## src/rtl/lsu_access.sv

```systemverilog
// LSU stage body: issues one data-memory transaction per load/store and hands
// the result to the WBU; non-memory instructions pass straight through.
module lsu_access #(
   parameter int XLEN   = 64,
   parameter int INST_W = 32
) (
   input  logic              clk,
   input  logic              rst,
   // EXU->LSU pipeline register handshake
   input  logic              lsu_valid,
   output logic              lsu_ready,
   input  logic              i_MemWr,
   input  logic [2:0]        i_MemOP,
   input  logic [INST_W-1:0] i_inst,
   input  logic [XLEN-1:0]   i_pc,
   input  logic [XLEN-1:0]   i_ALUres,
   input  logic [XLEN-1:0]   i_R_rs2,
   input  logic [1:0]        i_RegSrc,
   input  logic              i_RegWr,
   input  logic              i_IntrEn,
   input  logic [XLEN-1:0]   i_R_rs1,
   // data-memory request/response bus
   output logic              mem_req_valid,
   input  logic              mem_req_ready,
   output logic [XLEN-1:0]   mem_req_addr,
   output logic              mem_req_wen,
   output logic [XLEN-1:0]   mem_req_wdata,
   output logic [7:0]        mem_req_wmask,
   input  logic              mem_rsp_valid,
   input  logic [XLEN-1:0]   mem_rsp_rdata,
   // LSU->WBU handshake
   output logic              lsu_to_wbu_valid,
   input  logic              wbu_allow_in,
   output logic [INST_W-1:0] o_inst,
   output logic [XLEN-1:0]   o_pc,
   output logic [XLEN-1:0]   o_ALUres,
   output logic [1:0]        o_RegSrc,
   output logic              o_RegWr,
   output logic              o_IntrEn,
   output logic [XLEN-1:0]   o_R_rs1,
   output logic [XLEN-1:0]   o_MemRdata
);

   typedef enum logic [1:0] {IDLE, REQ, WAIT, DONE} state_t;

   state_t          state_q, state_d;
   logic            mem_op;
   logic [2:0]      off;
   logic [7:0]      size_mask;
   logic [XLEN-1:0] raw;
   logic [XLEN-1:0] load_data;
   logic [XLEN-1:0] mem_rdata_q;

   assign mem_op = i_MemWr | (i_RegSrc == 2'b01);
   assign off    = i_ALUres[2:0];

   // Request fields come straight from the held pipeline register, so they
   // stay stable for as long as the request is stalled.
   assign mem_req_addr  = {i_ALUres[XLEN-1:3], 3'b000};
   assign mem_req_wen   = i_MemWr;
   assign mem_req_wdata = i_R_rs2 << {off, 3'b000};
   assign mem_req_wmask = size_mask << off;

   always_comb begin
      unique case (i_MemOP[1:0])
         2'b00:   size_mask = 8'h01;
         2'b01:   size_mask = 8'h03;
         2'b10:   size_mask = 8'h0F;
         default: size_mask = 8'hFF;
      endcase
   end

   // Bytes past lane 7 are simply shifted out; crossing accesses are unsupported.
   assign raw = mem_rsp_rdata >> {off, 3'b000};

   always_comb begin
      unique case (i_MemOP)
         3'b000:  load_data = {{(XLEN-8){raw[7]}}, raw[7:0]};
         3'b001:  load_data = {{(XLEN-16){raw[15]}}, raw[15:0]};
         3'b010:  load_data = {{(XLEN-32){raw[31]}}, raw[31:0]};
         3'b100:  load_data = {{(XLEN-8){1'b0}}, raw[7:0]};
         3'b101:  load_data = {{(XLEN-16){1'b0}}, raw[15:0]};
         3'b110:  load_data = {{(XLEN-32){1'b0}}, raw[31:0]};
         default: load_data = raw;
      endcase
   end

   // NOTE: sequential state uses non-blocking assignments so every register
   // samples pre-edge values regardless of process evaluation order.
   always_ff @(posedge clk) begin
      if (rst) state_q <= IDLE;
      else     state_q <= state_d;
   end

   always_ff @(posedge clk) begin
      if (rst)
         mem_rdata_q <= '0;
      else if (state_q == WAIT && mem_rsp_valid && !i_MemWr)
         mem_rdata_q <= load_data;
   end

   // NOTE: every output of this block is given a default first so no path
   // leaves it unassigned and no latch is inferred.
   always_comb begin
      state_d          = state_q;
      mem_req_valid    = 1'b0;
      lsu_to_wbu_valid = 1'b0;
      unique case (state_q)
         IDLE: begin
            if (lsu_valid) begin
               if (mem_op) state_d = REQ;
               else        lsu_to_wbu_valid = 1'b1;
            end
         end
         REQ: begin
            mem_req_valid = 1'b1;
            if (mem_req_ready) state_d = WAIT;
         end
         WAIT: begin
            if (mem_rsp_valid) state_d = DONE;
         end
         DONE: begin
            lsu_to_wbu_valid = 1'b1;
            if (wbu_allow_in) state_d = IDLE;
         end
         default: state_d = IDLE;
      endcase
      if (rst) begin
         mem_req_valid    = 1'b0;
         lsu_to_wbu_valid = 1'b0;
      end
   end

   assign lsu_ready = lsu_to_wbu_valid & wbu_allow_in;

   assign o_inst     = i_inst;
   assign o_pc       = i_pc;
   assign o_ALUres   = i_ALUres;
   assign o_RegSrc   = i_RegSrc;
   assign o_RegWr    = i_RegWr;
   assign o_IntrEn   = i_IntrEn;
   assign o_R_rs1    = i_R_rs1;
   assign o_MemRdata = mem_rdata_q;

endmodule

```

## config.mk

```make
export PLATFORM = sky130hd
export DESIGN_NAME = lsu_access
export DESIGN_NICKNAME = d
export VERILOG_FILES = /design/src/rtl/lsu_access.sv
export SDC_FILE = /design/constraint.sdc
export NUM_CORES = 1
export LEC_CHECK = 0
export ABC_AREA = 1
export BUFFER_PORTS_ARGS = -buffer_cell sky130_fd_sc_hd__buf_4
export CAP_MARGIN = 25
export CORE_AREA = 2 2 306 308
export DETAILED_ROUTE_END_ITERATION = 8
export DIE_AREA = 0 0 308 310
export PLACE_DENSITY = 0.3
export SYNTH_ARGS = -nofsm -noshare
export SYNTH_HDL_FRONTEND = slang
export SYNTH_SLANG_ARGS = --single-unit
```

## constraint.sdc

```tcl
create_clock -name clk -period 1.92 [get_ports clk]
set_input_delay 0.192 -clock clk [delete_from_list [all_inputs] [get_ports clk]]
set_output_delay 0.192 -clock clk [all_outputs]
set_load 0.02 [all_outputs]
```

==> metrics.yaml <==
synthesis:
  netlist_top_cells_count: "nand2_1, buf_4, nor2_1"
  ys_top_cells_by_area: "buf_4, nand2_1, dfxtp_1"
  synth_ff_type: "dfxtp_1"
  async_flop_share_pct: 0
  synthCells: 1443
  synth.avg_cell_area_um2: 5.84
  yosysMostFrequentCell: "nand2_1"
  synth_top_cell_by_area: "buf_4"
  syn_area_um2: 8430
  synth-seq-area-share_pct: 15.7
  ys_types: 31
  yosys_warnings: 0
  synth_edf_count: 0
  synth.top_cell.area_share_pct: 26.4
  synth_seq_cells: 66
detailed_routing:
  drt_iter0_markers: 579
  routed_wl_um: 55700
  avgRoutedWirePerCell_um: 20.8
  drc: 0
  drt_first_pass_iters: 5
  via_per_inst: 3.44
  antenna_left: 0
  vias: 9190
sta:
  final.setup.tns_ps: -12.9
  slew_headroom_pct: 65.6
  hold_viol: 0
  worst_pin_slew_ps: 512
  min_period_ps: 1930
  setup_viol: 1
  fmax_mhz: 517
  holdWs_ps: 197
  setup_ws_ps: -12.9
  post-route-period-util_pct: 101
  clock_skew_ps: 6.77
  rsz0062_at_grt: "no"
  slew_violations: 0
pwr:
  peakVddDrop_uv: 417
  power.leakage_nw: 5.22
  power_density_nw_per_um2: 610
global_routing:
  track_usage_pct: 11.2
  overflow: 0
  grt_pass1_wl_um: 74600
  antenna_found_initial: 20
  grt_max_degree: 64
  grt_pass1_vias: 9313
critical_path:
  crit_top_cell: "buf_4"
  setup.worst_path.start_class: "input port"
  crit_required_ps: 1730
  path_class: "in2out"
  path_buf_inv: 5
  cpPeakStageDelay_ps: 460
  cp.arrival_ps: 1740
  slowest_stage: "o21ai_1"
  end_kind: "output pin"
  critPathTopFamily: "buffers and inverters"
  cp_cell_sequence: "buf_4 -> inv_4 -> buf_4 -> o21ai_1 -> buf_4 -> buf_4"
  cp_max_fo: 19
cts:
  h-tree-depth: 3
  cts_tree: "yes"
  cts_buffer_depth: 2
  clock_sinks: 66
  cts_buffers: 9
  cts_root_buf: "clkbuf_16"
  clk_latency_ps: 360
  clk_pin_slew_worst_paths_ps: 60
finish:
  drive_gt1_share_pct: 29.0
  syn_to_final_growth_pct: 28.0
  fin_nets: 1835
floorplan:
  die-area_um2: 95500
  die_w_um: 308
  core_region_area_um2: 92500
  row_count: 112
  initial_core_util_pct: 9.11
  die_y_um: 310
  io_pins: 798
placed_design:
  place_congestion: 0.800
  io_buffers: 287
  dp_hpwl_um: 46300
status:
  outcome: "finished with violations"
  violations: "negative setup slack"
min_path:
  hold_class: "in2reg"
job:
  max-cap-violations: 0
## routing by layer
metal	up-vias	routed length, µm	global-route usage [%]
met5	-	275	0.607
met4	32	2810	5.33
met3	192	5840	5.48
met2	396	22500	15.9
met1	4198	24300	13.9
li1	4372	-	-
## path summary, 6_finish.rpt
| check | depth (start not counted) | from | slack [ps] | end |
|---|---|---|---|---|
| max | 6 | i_ALUres[2] | -10 | mem_req_wmask[7] |
| min | 2 | rst | 200 | state_q[0] |
| max reg2reg | 8 | state_q[0] | 150 | o_MemRdata[21] |
| min reg2reg | 2 | o_MemRdata[1] | 510 | o_MemRdata[1] |
## area by class of cell
type                    instances  area [µm²]
diodes                          7        17.5
clock buffers                   9         225
clock inverters                 7        77.6
fillers                     10974       81700
inverters                      78         304
multi-input cells             920        4230
flip-flops and latches         66        1320
well taps                    1197        1500
repair buffers                390        3110
## cells by family after synthesis
group                    after synthesis  synth area share [%]
flip-flops                            66                  15.7
AO/OA/AOI/OAI                        221                  13.9
other                                  1                0.0445
multiplexers                          24                  2.85
adder cells (fa/ha/maj)                4                 0.594
AND/OR/NAND/NOR                      668                  32.2
buffers and inverters                459                  34.7
## where the power goes
part / total [mW] / internal, mW / leakage, nW / switching [mW]
Combinational: 3.16 / 1.24 / 4.54 / 1.92
Sequential: 1.65 / 1.54 / 0.535 / 0.111
Clock: 1.76 / 1.01 / 0.146 / 0.748
## flip-flops by register name, summed over array words and instances (netlist names)
register    flops
state_q         2
o_MemRdata     64
## timing repair
item | in CTS | in global routing
buffers inserted | 2 | 3
setup endpoints to repair | 6 | 51
cloned | 0 | 1
gates resized for setup | 11 | 8
hold buffers | 0 | 0
endpoints found under the hold margin | 0 | 0
pin swaps | 1 | 1
## metrics by stage
stage	util (%)	power (mW)	instances	setup slack (ps)	cell area, µm²
6_report	11.7	6.57	2674	-12.9	10800
5_1_grt	11.6	7.06	2668	2.89	10800
4_1_cts	11.6	6.64	2663	0.715	10700
3_5_place_dp	11.2	4.79	2645	-139	10300
3_3_place_gp	11.2	4.79	2645	-184	10300
2_1_floorplan	-	4.05	1445	174	8430
## cell usage in the layout, fill, tap and decap left out, types with 2 or more instances in the layout
cell,Yosys,layout
a21oi_1,30,30
a22oi_1,2,2
buf_12,0,11
buf_4,296,376
clkbuf_16,0,10
clkinv_4,0,3
clkinvlp_4,0,2
conb_1,1,3
dfxtp_1,66,66
diode_2,0,7
ha_1,4,3
inv_1,74,71
inv_2,3,3
inv_4,1,3
mux2i_1,24,23
nand2_1,364,364
nand3_1,123,122
nand3_2,1,2
nor2_1,169,168
nor2_4,1,2
nor3_1,5,4
o211ai_1,16,16
o21a_1,5,5
o21ai_0,157,151
o21ai_1,2,8
o22ai_1,8,7
No activity file was read; power rests on OpenSTA's default activity.
